--- config.mk ---
export PLATFORM = sky130hd
export DESIGN_NAME = fetch_queue
export DESIGN_NICKNAME = d
export VERILOG_FILES = /design/src/rtl/fetch_queue.sv
export SDC_FILE = /design/constraint.sdc
export NUM_CORES = 1
export LEC_CHECK = 0
export CORE_MARGIN = 3
export CORE_UTILIZATION = 50
export CTS_BUF_LIST = sky130_fd_sc_hd__clkbuf_2 sky130_fd_sc_hd__clkbuf_4 sky130_fd_sc_hd__clkbuf_8
export CTS_CLUSTER_SIZE = 25
export DETAILED_ROUTE_END_ITERATION = 8
export GPL_TIMING_DRIVEN = 1
export PLACE_DENSITY = 0.72
export SYNTH_ARGS = -nofsm -noshare
export SYNTH_HDL_FRONTEND = slang
export SYNTH_SLANG_ARGS = --single-unit
--- constraint.sdc ---
create_clock -name Clk -period 19.02 [get_ports Clk]
set_input_delay 3.804 -clock Clk [delete_from_list [all_inputs] [get_ports Clk]]
set_output_delay 3.804 -clock Clk [all_outputs]
set_load 0.005 [all_outputs]
--- src/rtl/fetch_queue.sv ---
// fetch_queue: in-order instruction fetch queue between fetch and decode.
// Captures {PC, instruction} pairs from fetch and presents them to decode
// through a valid/ready handshake. It stalls fetch when full and discards
// every buffered entry on a taken branch or jump from execute.
//
// Ports:
//   Clk, Reset          clock; synchronous active-high reset
//   IF_valid            fetch presents IF_PC / IF_Instruction this cycle
//   IF_PC               PC of the fetched instruction
//   IF_Instruction      fetched instruction word
//   IF_stall            queue full; fetch must hold its PC
//   EX_PC_source_sel    taken branch/jump in execute; flush the queue
//   ID_ready            decode accepts the head entry this cycle
//   ID_valid            head entry is valid
//   ID_PC               head entry PC (0 when empty)
//   ID_Instruction      head entry instruction (NOP_INSTR when empty)
//   count               current occupancy, 0..DEPTH
module fetch_queue #(
    parameter int unsigned ADDR_WIDTH = 32,
    parameter int unsigned DATA_WIDTH = 32,
    parameter int unsigned DEPTH      = 4,
    parameter logic [DATA_WIDTH-1:0] NOP_INSTR = DATA_WIDTH'(32'h0000_0013)
) (
    input  logic                         Clk,
    input  logic                         Reset,
    input  logic                         IF_valid,
    input  logic [ADDR_WIDTH-1:0]        IF_PC,
    input  logic [DATA_WIDTH-1:0]        IF_Instruction,
    output logic                         IF_stall,
    input  logic                         EX_PC_source_sel,
    input  logic                         ID_ready,
    output logic                         ID_valid,
    output logic [ADDR_WIDTH-1:0]        ID_PC,
    output logic [DATA_WIDTH-1:0]        ID_Instruction,
    output logic [$clog2(DEPTH):0]       count
);

    localparam int unsigned PTR_W = $clog2(DEPTH);
    localparam int unsigned CNT_W = PTR_W + 1;

    typedef struct packed {
        logic [ADDR_WIDTH-1:0] pc;
        logic [DATA_WIDTH-1:0] instr;
    } entry_t;

    entry_t           mem [DEPTH];
    logic [PTR_W-1:0] wr_ptr;
    logic [PTR_W-1:0] rd_ptr;
    logic [CNT_W-1:0] cnt;
    logic             push;
    logic             pop;
    entry_t           head;

    // Status and head view come from registered state only.
    always_comb begin
        ID_valid = (cnt != '0);
        IF_stall = (cnt == CNT_W'(DEPTH));
        head     = mem[rd_ptr];
        if (ID_valid) begin
            ID_PC          = head.pc;
            ID_Instruction = head.instr;
        end else begin
            ID_PC          = '0;
            ID_Instruction = NOP_INSTR;
        end
        count = cnt;
    end

    // A flush cancels both sides of the handshake in the same cycle.
    always_comb begin
        push = IF_valid & ~IF_stall & ~EX_PC_source_sel;
        pop  = ID_valid & ID_ready  & ~EX_PC_source_sel;
    end

    // Pointers and occupancy; reset and flush both return to empty.
    always_ff @(posedge Clk) begin
        if (Reset || EX_PC_source_sel) begin
            wr_ptr <= '0;
            rd_ptr <= '0;
            cnt    <= '0;
        end else begin
            if (push) begin
                wr_ptr <= wr_ptr + PTR_W'(1);
            end
            if (pop) begin
                rd_ptr <= rd_ptr + PTR_W'(1);
            end
            if (push && !pop) begin
                cnt <= cnt + CNT_W'(1);
            end else if (pop && !push) begin
                cnt <= cnt - CNT_W'(1);
            end
        end
    end

    // Storage is never reset; only the pointers qualify its contents.
    always_ff @(posedge Clk) begin
        if (push && !Reset) begin
            mem[wr_ptr] <= '{pc: IF_PC, instr: IF_Instruction};
        end
    end

endmodule

; Word-level counts from Yosys, hierarchy flattened
; Memory sizes are Yosys's and may differ from the RTL's. A register that Yosys moved wholly into a read port is not among the register bits.
; Index checks and enable logic that the tools add are counted.
[word_totals]
mem_count = 1
ramBits = 256
in_bits = 69
out_inout_bits = 69
word_cells = 32
regBits = 7
[op_classes]
n_bitwise = 6
n_reduce_logical = 9
eq_ne = 1
n_mux = 8
n_addsub = 4
[mem_list]
columns = memory, depth, width, read_ports, rd_clocked_by_memory_dff, wr, line_no
row1 = mem, 4, 64, 1, 1, 1, 46  ; entry_t mem [DEPTH];
[ops]
columns = cell, n
row1 = $mux 32, 2
row2 = $mux 3, 2
row3 = $add 2x1->2 const B, 2
row4 = $and 1x1->1, 4
row5 = $mux 2, 2
row6 = $add 3x1->3 const B, 1
row7 = $eq 3x3->1 const B, 1
row8 = $logic_and 1x1->1, 3
row9 = $logic_not 1->1, 3
row10 = $reduce_bool 3->1, 1
row11 = $sub 3x1->3 const B, 1
row12 = $mux 1, 2
row13 = $not 1->1, 2
row14 = $reduce_bool 2->1, 1
row15 = $logic_or 1x1->1, 1

; Logic depth before layout (Yosys ltp)
[depth]
ltp_word = 8
depth_mapped = 9
mapped_depth_nobuf = 9

; Least setup slack after synthesis
; No wires, ideal clock.
[synth_path]
kind = input to register
start = input IF_valid
end = memory mem[1][0] (netlist name), enable pin
n_path_buf = 0
arrival_time_ps = 8885
stages = 3
required_ps = 18442
path_slack_ps = 9557
setup_ps = 578
cell_sequence = nor2b_1 nand2_1 nor3b_1
[synth_via]
elab_chain_len = 5
[synth_lines]
columns = item, line_no
row1 = start: declaration, 26  ; input logic IF_valid,
row2 = $and 1x1->1 (2 in a row), 71  ; push = IF_valid & ~IF_stall & ~EX_PC_source_sel;
row3 = $logic_and 1x1->1, 98  ; if (push && !Reset) begin
row4 = $mux 1, 98
row5 = $mux 1 (not written as such), 99  ; mem[wr_ptr] <= '{pc: IF_PC, instr: IF_Instruction};
row6 = end: declaration, 46
; Every way passes these cells.

==> impl_metrics.yaml <==
outcome:
  status: "finished, final reports clean"
die:
  dieWidth_um: 149
  start_util: 0.517
  core-area_mm2: 0.0198
  fp.dieH_um: 149
  dieArea_mm2: 0.0222
  ios: 138
  rows: 51
power_and_ir_drop:
  p_int_uw: 970
  powerDensity_mw_per_mm2: 95.2
  combPwrFrac: 0.064
  ir_drop_uv: 71.7
  power_mw: 1.20
  power.switching_uw: 234
  p_sw_frac: 0.195
  clkPwrFrac: 0.397
  p_seq_frac: 0.539
  p_leak_nw: 4.02
worst_setup_path:
  cp_slowest_cell: "buf_4"
  slowest_delay_ps: 820
  start_kind: "flip-flop"
  critPathKind: "flip-flop to output pin"
  reg2regPathDepth: 4
  cp.required_ps: 15220
  critPathBufInv: 2
  arrival_ps: 3310
  cp-end-kind: "output pin"
  path_depth: 4
  cpLargestDelayFamily: "buffers and inverters"
  path_cells: "buf_4 > mux4_1 > or2_1 > clkdlybuf4s50_1"
  r2r_start: "count[0]"
  path_max_fanout: 48
  r2r-end: "mem[2][7]"
  reg2reg_slack_ps: 16610
routing:
  drt_iter0_markers: 335
  post-route-drc-count: 0
  drt_wl_total_um: 19000
  wl_per_cell_um: 20.8
  ant_nets: 0
  dr.pass1.iters: 4
  via_count: 4926
  viasPerCell: 5.39
sta:
  finalHoldViolCount: 0
  final_max_slew_viol_count: 0
  worst_pin_slew_ps: 987
  period_needed_ps: 7110
  setup_tns_ps: 0
  fmax_mhz: 141
  finClkSkew_ps: 10.5
  finalSetupViolCount: 0
  rsz0062_at_grt: "false"
  post-route-period-util: 0.374
  slew-limit-headroom: 0.342
synthesis:
  ys_async_sr_fraction: 0
  ys_warn_count: 0
  synth.most_common_cell: "edfxtp_1"
  synth.area.top_cells: "edfxtp_1 (75%), mux4_2 (13%), and2_1 (3.7%)"
  syn_area_per_cell_um2: 22.3
  syn_inst: 459
  ys_top_cells_by_count: "edfxtp_1 (256), and2_1 (61), mux4_2 (60)"
  synth_top_area_share: 0.752
  syn_nets: 534
  ys.flop_type: "edfxtp_1"
  synth_top_area_cell: "edfxtp_1"
  synth_seq_cells: 265
  synthDistinctLibCells: 29
  synth_edf_count: 256
  synth_area_mm2: 0.0102
  synth.yosys.seq_area_share: 0.769
clock_tree:
  clk_latency_ps: 520
  cts_tree: "done"
  cts_sinks: 265
  hold_buffers: 0
  clock_path_buffers: 3
  htree_levels: 2
  clk_pin_slew_ps: 60
  cts_made_buffers: 42
  cts_setup_buffers: 0
  clock-root-buffer: "clkbuf_8"
  cts_resized: 0
grt:
  grt_pass1_vias: 5449
  antenna_found_initial: 0
  grt_pass1_wl_um: 29700
  grt_use_total: 0.176
  grt_max_degree: 65
  grt-ovfl-total: 0
worst_hold_path:
  min_path_cells: 2
  hp-start: "rd_ptr[1]"
  hold_class: "flip-flop to flip-flop"
finish:
  layout.nets: 699
  fillers: 1343
  antenna_cells: 0
  drive_gt1_frac: 0.214
  area_delta_synth_final_pct: 23.6
placed_design:
  place.gp.congestion: 0.702
  dpl.hpwl_um: 10700
  numPortBuffers: 137
job:
  drv_cap: 0
-- placed cells by master, fill, tap and decap left out --
cell type	count
a21o_1	1
a21oi_1	3
and2_1	61
buf_4	5
bufinv_16	2
clkbuf_4	12
clkbuf_8	48
clkdlybuf4s50_1	137
clkinv_1	5
clkinv_2	1
clkinvlp_4	1
dfxtp_1	7
dfxtp_4	2
edfxtp_1	256
fa_1	1
ha_1	5
inv_1	5
inv_2	1
mux2i_1	2
mux4_1	4
mux4_2	60
nand2_1	4
nand3_1	1
nor2_1	5
nor2b_1	1
nor3_2	1
nor3b_2	4
o21ai_0	2
o31ai_1	1
or2_1	3
or2_2	2
or3_1	2
or3b_1	1
xor2_1	3
-- worst max-delay path by stage --
stage	startpoint	to	slack [ps]
after floorplan	IF_valid	mem[1][0]	9560
after global placement	flip-flop	ID_Instruction[4]	12390
after detailed placement	flip-flop	ID_Instruction[4]	12370
after CTS	flip-flop	ID_Instruction[4]	11790
after global routing	flip-flop	ID_Instruction[4]	11630
final	flip-flop	ID_Instruction[4]	11910
-- routing by layer --
metal | vias up | share of wire | routed length (um) | global-route usage
met5 | - | 0 | 0 | 0
met4 | 0 | 0.013 | 254 | 0.0426
met3 | 26 | 0.089 | 1700 | 0.0596
met2 | 195 | 0.49 | 9400 | 0.290
met1 | 2517 | 0.40 | 7680 | 0.229
li1 | 2188 | - | - | -
-- sequential cells by signal, indices dropped and copies added, names as in the netlist, named ones only --
signal and cells:
mem 256, count 3, rd_ptr 2, wr_ptr 2
-- stage by stage --
step / cells / hold WS [ps] / instance area (um^2) / worst slack [ps] / utilization
2_1_floorplan: 459 / 459 / 10200 / 9560 / -
3_3_place_gp: 845 / 469 / 11800 / 12390 / 0.597
3_5_place_dp: 845 / 485 / 11800 / 12370 / 0.597
4_1_cts: 914 / 497 / 12600 / 11790 / 0.639
5_1_grt: 914 / 514 / 12600 / 11630 / 0.639
6_report: 914 / 493 / 12600 / 11910 / 0.639
-- kinds of logic after synthesis --
logic type,Yosys count,synth area share
xor+xnor,3,0.00257
compound gates,7,0.00392
buf+inv,27,0.0210
simple gates,85,0.0508
flops,265,0.769
mux,66,0.144
fa+ha+maj,6,0.00807
-- power by group through the flow --
stage	Combinational (mW)	Clock, mW	Sequential [mW]
after detailed placement	0.0781	0	0.661
after floorplan	0.0305	0	0.661
final	0.0771	0.478	0.649
after CTS	0.0787	0.492	0.649
after global placement	0.0768	0	0.661
after global routing	0.0834	0.519	0.649
-- area by class of cell --
class / count / area, um^2 / share of cell area
clock buffers: 60 / 751 / 0.0594
repair buffers: 142 / 1410 / 0.111
well taps: 265 / 332 / 0.0262
clock inverters: 9 / 91.3 / 0.00722
inverters: 6 / 22.5 / 0.00178
flip-flops and latches: 265 / 7880 / 0.623
multi-input cells: 167 / 2160 / 0.171
-- worst reg2reg max path, stage by stage (launching register included) --
cell	delay (ps)
dfxtp_1	500
or3b_1	240
nand2_1	230
nor3b_2	240
buf_4	750
Power figures use the tool's default switching activity.
